**config.mk**
```make
export PLATFORM = sky130hd
export DESIGN_NAME = instr_fetch_decode_flat
export DESIGN_NICKNAME = d
export VERILOG_FILES = /design/src/rtl/lab5_isa_pkg.sv /design/src/rtl/instr_fetch_decode_if.sv /design/src/rtl/instr_fetch_decode_decoder.sv /design/src/rtl/instr_fetch_decode.sv /design/src/flat_wrapper.sv
export SDC_FILE = /design/constraint.sdc
export NUM_CORES = 1
export LEC_CHECK = 0
export ABC_AREA = 1
export CAP_MARGIN = 20
export CORE_MARGIN = 2
export CORE_UTILIZATION = 45
export CTS_CLUSTER_SIZE = 10
export DETAILED_ROUTE_END_ITERATION = 7
export GPL_TIMING_DRIVEN = 0
export PLACE_DENSITY = 0.85
export SLEW_MARGIN = 15
export SYNTH_ARGS = -nofsm -noshare
export SYNTH_HDL_FRONTEND = slang
export SYNTH_SLANG_ARGS = --single-unit
```
**constraint.sdc**
```tcl
create_clock -name clk -period 3.2 [get_ports clk]
set_input_delay 0.32 -clock clk [delete_from_list [all_inputs] [get_ports clk]]
set_output_delay 0.32 -clock clk [all_outputs]
set_load 0.005 [all_outputs]
```
**src/rtl/lab5_isa_pkg.sv**
```systemverilog
// Shared ISA definitions for the lab 5 processor: opcode values, instruction
// field positions, fetch-state encoding and the decoded-flag bundle. The
// control FSM and the fetch/decode block both import this package so the
// opcode map lives in exactly one place.
package lab5_isa_pkg;

   // Instruction byte layout: [7:4] opcode, [3:2] rx, [1:0] ry, [3:0] imm4
   localparam int INSTR_WIDTH  = 8;
   localparam int OPCODE_WIDTH = 4;
   localparam int OPCODE_MSB   = 7;
   localparam int OPCODE_LSB   = 4;
   localparam int RX_MSB       = 3;
   localparam int RX_LSB       = 2;
   localparam int RY_MSB       = 1;
   localparam int RY_LSB       = 0;
   localparam int IMM_MSB      = 3;
   localparam int IMM_LSB      = 0;

   // Opcode map; 0xC..0xF are unassigned and decode as illegal
   localparam logic [OPCODE_WIDTH-1:0] OP_PAUSE  = 4'h0;
   localparam logic [OPCODE_WIDTH-1:0] OP_BR     = 4'h1;
   localparam logic [OPCODE_WIDTH-1:0] OP_BRZ    = 4'h2;
   localparam logic [OPCODE_WIDTH-1:0] OP_ADDI   = 4'h3;
   localparam logic [OPCODE_WIDTH-1:0] OP_SUBI   = 4'h4;
   localparam logic [OPCODE_WIDTH-1:0] OP_SR0    = 4'h5;
   localparam logic [OPCODE_WIDTH-1:0] OP_SRH0   = 4'h6;
   localparam logic [OPCODE_WIDTH-1:0] OP_CLR    = 4'h7;
   localparam logic [OPCODE_WIDTH-1:0] OP_MOV    = 4'h8;
   localparam logic [OPCODE_WIDTH-1:0] OP_MOVA   = 4'h9;
   localparam logic [OPCODE_WIDTH-1:0] OP_MOVR   = 4'hA;
   localparam logic [OPCODE_WIDTH-1:0] OP_MOVRHS = 4'hB;

   // Fetch sequencing: WAIT lets the registered ROM catch up with a new
   // address, LOAD captures its data, HOLD keeps the instruction until the
   // control FSM asks for a different PC.
   typedef enum logic [1:0] {
      FETCH_WAIT = 2'd0,
      FETCH_LOAD = 2'd1,
      FETCH_HOLD = 2'd2
   } fetchState_t;

   // One-hot decode result; at most one member is ever set
   typedef struct packed {
      logic pause;
      logic br;
      logic brz;
      logic addi;
      logic subi;
      logic sr0;
      logic srh0;
      logic clr;
      logic mov;
      logic mova;
      logic movr;
      logic movrhs;
      logic illegal;
   } decodeFlags_t;

   // Operand fields pulled out of the instruction byte
   typedef struct packed {
      logic [1:0] rx;
      logic [1:0] ry;
      logic [3:0] imm4;
   } instrFields_t;

   // Extracts the opcode nibble from an instruction byte
   function automatic logic [OPCODE_WIDTH-1:0] opcodeOf(input logic [INSTR_WIDTH-1:0] instrByte);
      return instrByte[OPCODE_MSB:OPCODE_LSB];
   endfunction

endpackage

```
**src/rtl/instr_fetch_decode_if.sv**
```systemverilog
// Bundle between the fetch/decode block and its surroundings: PC requests
// from the control FSM, the program ROM bus and the decoded instruction.
// The fetch/decode block is the master; the control FSM / ROM side is the
// slave.
interface instr_fetch_decode_if #(
   parameter int PC_WIDTH = 8
);

   logic                increment_pc;
   logic                commit_branch;
   logic [PC_WIDTH-1:0] branch_target;
   logic [7:0]          rom_q;
   logic [PC_WIDTH-1:0] rom_addr;
   logic [PC_WIDTH-1:0] pc;
   logic [7:0]          instr;
   logic                instr_valid;
   logic                br;
   logic                brz;
   logic                addi;
   logic                subi;
   logic                sr0;
   logic                srh0;
   logic                clr;
   logic                mov;
   logic                mova;
   logic                movr;
   logic                movrhs;
   logic                pause;
   logic                illegal;
   logic [1:0]          rx;
   logic [1:0]          ry;
   logic [3:0]          imm4;

   modport master (
      input  increment_pc, commit_branch, branch_target, rom_q,
      output rom_addr, pc, instr, instr_valid,
      output br, brz, addi, subi, sr0, srh0, clr, mov, mova, movr, movrhs, pause, illegal,
      output rx, ry, imm4
   );

   modport slave (
      output increment_pc, commit_branch, branch_target, rom_q,
      input  rom_addr, pc, instr, instr_valid,
      input  br, brz, addi, subi, sr0, srh0, clr, mov, mova, movr, movrhs, pause, illegal,
      input  rx, ry, imm4
   );

endinterface

```
**src/rtl/instr_fetch_decode_decoder.sv**
```systemverilog
// Purely combinational opcode decoder: turns one instruction byte into the
// one-hot opcode flags (plus illegal) and its operand fields.
module instr_decode
   import lab5_isa_pkg::*;
(
   input  logic [INSTR_WIDTH-1:0] romByte_i,
   output decodeFlags_t           flags_o,
   output instrFields_t           fields_o
);

   logic [OPCODE_WIDTH-1:0] opcode;

   assign opcode = opcodeOf(romByte_i);

   // Map the opcode nibble onto exactly one flag; anything unassigned is illegal
   always_comb begin
      flags_o = '0;
      case (opcode)
         OP_PAUSE:  flags_o.pause   = 1'b1;
         OP_BR:     flags_o.br      = 1'b1;
         OP_BRZ:    flags_o.brz     = 1'b1;
         OP_ADDI:   flags_o.addi    = 1'b1;
         OP_SUBI:   flags_o.subi    = 1'b1;
         OP_SR0:    flags_o.sr0     = 1'b1;
         OP_SRH0:   flags_o.srh0    = 1'b1;
         OP_CLR:    flags_o.clr     = 1'b1;
         OP_MOV:    flags_o.mov     = 1'b1;
         OP_MOVA:   flags_o.mova    = 1'b1;
         OP_MOVR:   flags_o.movr    = 1'b1;
         OP_MOVRHS: flags_o.movrhs  = 1'b1;
         default:   flags_o.illegal = 1'b1;
      endcase
   end

   // Operand fields are fixed bit slices regardless of opcode
   always_comb begin
      fields_o      = '0;
      fields_o.rx   = romByte_i[RX_MSB:RX_LSB];
      fields_o.ry   = romByte_i[RY_MSB:RY_LSB];
      fields_o.imm4 = romByte_i[IMM_MSB:IMM_LSB];
   end

endmodule

```
**src/rtl/instr_fetch_decode.sv**
```systemverilog
// Instruction fetch and decode stage. Holds the program counter, drives the
// registered program ROM, captures the returned byte into the instruction
// register and presents registered one-hot decode flags. Any PC request
// from the control FSM restarts the fetch so a stale byte is never marked
// valid. Every output is a register (rom_addr is the pc register itself).
module instr_fetch_decode
   import lab5_isa_pkg::*;
#(
   parameter int                  PC_WIDTH = 8,
   parameter logic [PC_WIDTH-1:0] RESET_PC = '0
)
(
   input  logic                  clk,
   input  logic                  reset_n,
   instr_fetch_decode_if.master  bus_if
);

   fetchState_t         state_q;
   logic [PC_WIDTH-1:0] pc_q;
   logic [PC_WIDTH-1:0] pc_d;
   logic                pcRequest;
   logic [7:0]          instr_q;
   logic                instrValid_q;
   decodeFlags_t        flags_q;
   instrFields_t        fields_q;
   decodeFlags_t        decodedFlags;
   instrFields_t        decodedFields;

   instr_decode decoder (
      .romByte_i (bus_if.rom_q),
      .flags_o   (decodedFlags),
      .fields_o  (decodedFields)
   );

   // Next PC: a committed branch beats a plain increment; increment wraps naturally
   always_comb begin
      pc_d      = pc_q;
      pcRequest = 1'b0;
      if (bus_if.commit_branch) begin
         pc_d      = bus_if.branch_target;
         pcRequest = 1'b1;
      end else if (bus_if.increment_pc) begin
         pc_d      = pc_q + PC_WIDTH'(1);
         pcRequest = 1'b1;
      end
   end

   // Fetch FSM with registered outputs; reset first, then PC requests, then sequencing
   always_ff @(posedge clk) begin
      if (!reset_n) begin
         state_q      <= FETCH_WAIT;
         pc_q         <= RESET_PC;
         instr_q      <= '0;
         instrValid_q <= 1'b0;
         flags_q      <= '0;
         fields_q     <= '0;
      end else if (pcRequest) begin
         state_q      <= FETCH_WAIT;
         pc_q         <= pc_d;
         instrValid_q <= 1'b0;
         flags_q      <= '0;
      end else begin
         case (state_q)
            FETCH_WAIT: begin
               state_q <= FETCH_LOAD;
            end
            FETCH_LOAD: begin
               instr_q      <= bus_if.rom_q;
               flags_q      <= decodedFlags;
               fields_q     <= decodedFields;
               instrValid_q <= 1'b1;
               state_q      <= FETCH_HOLD;
            end
            FETCH_HOLD: begin
               state_q <= FETCH_HOLD;
            end
            default: begin
               state_q <= FETCH_WAIT;
            end
         endcase
      end
   end

   assign bus_if.rom_addr    = pc_q;
   assign bus_if.pc          = pc_q;
   assign bus_if.instr       = instr_q;
   assign bus_if.instr_valid = instrValid_q;
   assign bus_if.pause       = flags_q.pause;
   assign bus_if.br          = flags_q.br;
   assign bus_if.brz         = flags_q.brz;
   assign bus_if.addi        = flags_q.addi;
   assign bus_if.subi        = flags_q.subi;
   assign bus_if.sr0         = flags_q.sr0;
   assign bus_if.srh0        = flags_q.srh0;
   assign bus_if.clr         = flags_q.clr;
   assign bus_if.mov         = flags_q.mov;
   assign bus_if.mova        = flags_q.mova;
   assign bus_if.movr        = flags_q.movr;
   assign bus_if.movrhs      = flags_q.movrhs;
   assign bus_if.illegal     = flags_q.illegal;
   assign bus_if.rx          = fields_q.rx;
   assign bus_if.ry          = fields_q.ry;
   assign bus_if.imm4        = fields_q.imm4;

endmodule
```
**src/flat_wrapper.sv**
```systemverilog
// flat-port wrapper written by rule: the top's interface ports become plain ports
module instr_fetch_decode_flat import lab5_isa_pkg::*;
#(
   parameter int                  PC_WIDTH = 8,
   parameter logic [PC_WIDTH-1:0] RESET_PC = '0
)
  (clk, reset_n, bus_if_increment_pc, bus_if_commit_branch, bus_if_branch_target, bus_if_rom_q, bus_if_rom_addr, bus_if_pc, bus_if_instr, bus_if_instr_valid, bus_if_br, bus_if_brz, bus_if_addi, bus_if_subi, bus_if_sr0, bus_if_srh0, bus_if_clr, bus_if_mov, bus_if_mova, bus_if_movr, bus_if_movrhs, bus_if_pause, bus_if_illegal, bus_if_rx, bus_if_ry, bus_if_imm4);
  instr_fetch_decode_if #(.PC_WIDTH(PC_WIDTH)) bus_if_i ();
  input  logic clk;
  input  logic reset_n;
  input wire logic [$bits(bus_if_i.increment_pc)-1:0] bus_if_increment_pc;
  input wire logic [$bits(bus_if_i.commit_branch)-1:0] bus_if_commit_branch;
  input wire logic [$bits(bus_if_i.branch_target)-1:0] bus_if_branch_target;
  input wire logic [$bits(bus_if_i.rom_q)-1:0] bus_if_rom_q;
  output wire logic [$bits(bus_if_i.rom_addr)-1:0] bus_if_rom_addr;
  output wire logic [$bits(bus_if_i.pc)-1:0] bus_if_pc;
  output wire logic [$bits(bus_if_i.instr)-1:0] bus_if_instr;
  output wire logic [$bits(bus_if_i.instr_valid)-1:0] bus_if_instr_valid;
  output wire logic [$bits(bus_if_i.br)-1:0] bus_if_br;
  output wire logic [$bits(bus_if_i.brz)-1:0] bus_if_brz;
  output wire logic [$bits(bus_if_i.addi)-1:0] bus_if_addi;
  output wire logic [$bits(bus_if_i.subi)-1:0] bus_if_subi;
  output wire logic [$bits(bus_if_i.sr0)-1:0] bus_if_sr0;
  output wire logic [$bits(bus_if_i.srh0)-1:0] bus_if_srh0;
  output wire logic [$bits(bus_if_i.clr)-1:0] bus_if_clr;
  output wire logic [$bits(bus_if_i.mov)-1:0] bus_if_mov;
  output wire logic [$bits(bus_if_i.mova)-1:0] bus_if_mova;
  output wire logic [$bits(bus_if_i.movr)-1:0] bus_if_movr;
  output wire logic [$bits(bus_if_i.movrhs)-1:0] bus_if_movrhs;
  output wire logic [$bits(bus_if_i.pause)-1:0] bus_if_pause;
  output wire logic [$bits(bus_if_i.illegal)-1:0] bus_if_illegal;
  output wire logic [$bits(bus_if_i.rx)-1:0] bus_if_rx;
  output wire logic [$bits(bus_if_i.ry)-1:0] bus_if_ry;
  output wire logic [$bits(bus_if_i.imm4)-1:0] bus_if_imm4;
  assign bus_if_i.increment_pc = bus_if_increment_pc;
  assign bus_if_i.commit_branch = bus_if_commit_branch;
  assign bus_if_i.branch_target = bus_if_branch_target;
  assign bus_if_i.rom_q = bus_if_rom_q;
  assign bus_if_rom_addr = bus_if_i.rom_addr;
  assign bus_if_pc = bus_if_i.pc;
  assign bus_if_instr = bus_if_i.instr;
  assign bus_if_instr_valid = bus_if_i.instr_valid;
  assign bus_if_br = bus_if_i.br;
  assign bus_if_brz = bus_if_i.brz;
  assign bus_if_addi = bus_if_i.addi;
  assign bus_if_subi = bus_if_i.subi;
  assign bus_if_sr0 = bus_if_i.sr0;
  assign bus_if_srh0 = bus_if_i.srh0;
  assign bus_if_clr = bus_if_i.clr;
  assign bus_if_mov = bus_if_i.mov;
  assign bus_if_mova = bus_if_i.mova;
  assign bus_if_movr = bus_if_i.movr;
  assign bus_if_movrhs = bus_if_i.movrhs;
  assign bus_if_pause = bus_if_i.pause;
  assign bus_if_illegal = bus_if_i.illegal;
  assign bus_if_rx = bus_if_i.rx;
  assign bus_if_ry = bus_if_i.ry;
  assign bus_if_imm4 = bus_if_i.imm4;
  instr_fetch_decode #(.PC_WIDTH(PC_WIDTH), .RESET_PC(RESET_PC)) u_core (.clk(clk), .reset_n(reset_n), .bus_if(bus_if_i));
endmodule
```
==> impl_metrics.ini <==
[yosys]
post-synth-top-area-fraction_pct = 42.3
ys_seq_area_share_pct = 42.3
synth.area.top_cells = sky130_fd_sc_hd__dfxtp_1 (42%), sky130_fd_sc_hd__buf_4 (8.4%), sky130_fd_sc_hd__nand2_1 (7.9%)
leading_area_contributor_after_synthesis = sky130_fd_sc_hd__dfxtp_1
syn_nets = 218
synth-warning-count = 0
yosysUniqueCellTypes = 28
synthesis.area_per_instance_um2 = 7.77
syn-cell-area_um2 = 1520
syn-instance-count = 195
number_of_storage_elements_in_the_synthesis_netlist = 32

[cts]
clk_root_buf = sky130_fd_sc_hd__clkbuf_4
cts_made_buffers = 5
htree_num_levels = 2
post_cts_resize_count = 0
post-cts-setup-buffers = 0
clk_pin_slew_ns = 0.10
cts.hold.buffers_added = 0
cts_num_sinks = 32
tritoncts = done
clock_path_buffers = 2
worstSkewPairLatency_ns = 0.33

[global_routing]
globalRoute.totalOverflow = 0
initial_antenna_violation_count = 0
largest_net_degree_at_the_start_of_global_routing = 11
grt_use_total_pct = 21.7
number_of_global_route_vias_before_repair = 1362
global_route_wire_length_before_repair_um = 6050

[power]
p_sw_share_pct = 23.8
power_switching_uw = 202
power.clock.fraction_pct = 35.5
seq_power_share_pct = 49.5
internal_power_uw = 647
logic_gate_share_of_total_power_pct = 15.0
ir_drop_uv = 286
static-leakage-power_nw = 0.905
power-per-cell-area_nw_per_um2 = 370

[layout]
diodes = 0
fin_util_pct = 69.7
num-fill-cells = 277
mostFrequentLayoutCells = sky130_fd_sc_hd__clkdlybuf4s50_1 (64), sky130_fd_sc_hd__nand2_1 (32), sky130_fd_sc_hd__dfxtp_1 (32)
layout-area-overhead-vs-synth_pct = 51.1
number_of_nets_in_the_layout = 289
post_route_cells_drive_above_1_share_pct = 14.2
mostFrequentLayoutCell = sky130_fd_sc_hd__clkdlybuf4s50_1

[timing]
report.final.setup_viol = 0
min_hold_slack_ns = 0.297
fmax_mhz = 572
setup_slack_ns = 1.45
final_period_minus_worst_setup_slack_ns = 1.75
worst_slew_margin_rel_pct = 74.5
worst_pin_slew_ns = 0.380
layout_worst_path_cycle_share_pct = 54.6
rsz0062_at_grt = no
finalHoldViolations = 0
finClkSkew_ns = 0.0141
timing_max_transition_violations_final = 0
finalSetupTns_ns = 0

[run]
cap_violations = 0

[floorplan]
floorplan.die.width_um = 62.0
design.core.area_um2 = 3280
floorplan.die_area_um2 = 3850
die_h_um = 62.0
placementRows = 21
initial_core_utilization_pct = 46.1
design.portCount = 66

[worst_setup_path]
crit_fanout = 7
timing.critical_path.to_type = output pin
critical_path.startpoint_type = flip-flop
crit_required_ns = 2.88
timing_worst_setup_path_type = reg2out
critPathArrivalTime_ns = 1.43

[detailed_routing]
detailedRoute.firstIterationViolations = 49
routedWlPerCell_um = 12.2
drt_pass1_iterations = 4
postRouteAntennaNets = 0
route.vias.total = 1535
finalWirelength_um = 3830
drc_errors = 0
vias_per_cell = 4.90

[placed_design]
final_weighted_congestion_in_routability_driven_placement = 0.831
portBuffers = 64
placement.setup.worst_slack_ns = 1.55
detailed_place_hpwl_um = 2970

[outcome]
result_of_the_run = complete, no violations

[worst_hold_path]
min-delay-path-class = in2reg
## worst max-delay path, cell delays in order, from the launching register on
cell and delay [ns]:
sky130_fd_sc_hd__dfxtp_1 0.47, sky130_fd_sc_hd__buf_4 0.15, sky130_fd_sc_hd__clkdlybuf4s50_1 0.48
## cells by family (layout without fill, tap and decap cells)
logic type | after synthesis | count (layout) | synth area share [%]
simple gates | 81 | 81 | 23.9
buf+inv | 41 | 113 | 15.6
compound gates | 37 | 37 | 15.2
flops | 32 | 32 | 42.3
fa+ha+maj | 3 | 3 | 2.48
xor+xnor | 1 | 1 | 0.578
## path summary, 6_finish.rpt
kind | end | slack, ns | depth (start not counted) | from
max | bus_if_rom_addr[2] | 1.45 | 2 | u_core.bus_if.pc[2]$_SDFFE_PN0P_
min | u_core.bus_if.pc[4]$_SDFFE_PN0P_ | 0.30 | 3 | bus_if_commit_branch
max reg2reg | u_core.bus_if.addi$_SDFFE_PP0P_ | 1.78 | 7 | u_core.state_q[1]$_SDFF_PP0_
min reg2reg | u_core.bus_if.srh0$_SDFFE_PP0P_ | 0.47 | 2 | u_core.bus_if.srh0$_SDFFE_PP0P_
## final cells by class
cell class                      instances  area, µm²  area share (%)
Sequential cell                        32        641            28.0
Timing Repair Buffer                   64        641            28.0
Multi-Input combinational cell        122        638            27.9
Buffer                                 22        164            7.16
Inverter                               19       72.6            3.17
Tap cell                               46       57.6            2.51
Clock buffer                            6       41.3            1.80
Clock inverter                          2       35.0            1.53
## cells in the mapped netlist
library cell / instances
sky130_fd_sc_hd__a211oi_2: 2
sky130_fd_sc_hd__a21oi_1: 15
sky130_fd_sc_hd__a22oi_1: 8
sky130_fd_sc_hd__a31oi_1: 2
sky130_fd_sc_hd__buf_2: 2
sky130_fd_sc_hd__buf_4: 17
sky130_fd_sc_hd__buf_6: 2
sky130_fd_sc_hd__clkbuf_1: 1
sky130_fd_sc_hd__clkinv_2: 1
sky130_fd_sc_hd__dfxtp_1: 32
sky130_fd_sc_hd__ha_1: 3
sky130_fd_sc_hd__inv_1: 16
sky130_fd_sc_hd__inv_2: 2
sky130_fd_sc_hd__nand2_1: 32
sky130_fd_sc_hd__nand2_2: 1
sky130_fd_sc_hd__nand2_4: 1
sky130_fd_sc_hd__nand3_1: 11
sky130_fd_sc_hd__nand3b_1: 1
sky130_fd_sc_hd__nand4_1: 1
sky130_fd_sc_hd__nor2_1: 29
sky130_fd_sc_hd__nor2_8: 1
sky130_fd_sc_hd__nor3_1: 2
sky130_fd_sc_hd__nor3_2: 1
sky130_fd_sc_hd__o211ai_1: 2
sky130_fd_sc_hd__o21ai_0: 7
sky130_fd_sc_hd__o21bai_1: 1
sky130_fd_sc_hd__or2_2: 1
sky130_fd_sc_hd__xor2_1: 1
## metal layers
layer / GRT usage [%] / up-vias / routed length (µm)
met2: 34.4 / 68 / 1800
met1: 26.3 / 691 / 1570
li1: - / 765 / -
met4: 13.4 / 0 / 122
met3: 5.59 / 11 / 345
met5: 0 / - / 0
## power groups by stage
stage	clock, mW	combinational [mW]	sequential [mW]
floorplan	0	0.0571	0.428
global placement	0	0.124	0.429
detailed placement	0	0.127	0.430
CTS	0.307	0.128	0.420
global route	0.329	0.140	0.423
finish	0.301	0.127	0.420
## stage by stage
| stage | total power [mW] | cells | instance area [µm²] |
|---|---|---|---|
| 2_1_floorplan | 0.485 | 195 | 1520 |
| 3_3_place_gp | 0.553 | 305 | 2210 |
| 3_5_place_dp | 0.557 | 305 | 2210 |
| 4_1_cts | 0.855 | 313 | 2290 |
| 5_1_grt | 0.892 | 313 | 2290 |
| 6_report | 0.848 | 313 | 2290 |
No activity file was read; power rests on OpenSTA's default activity.
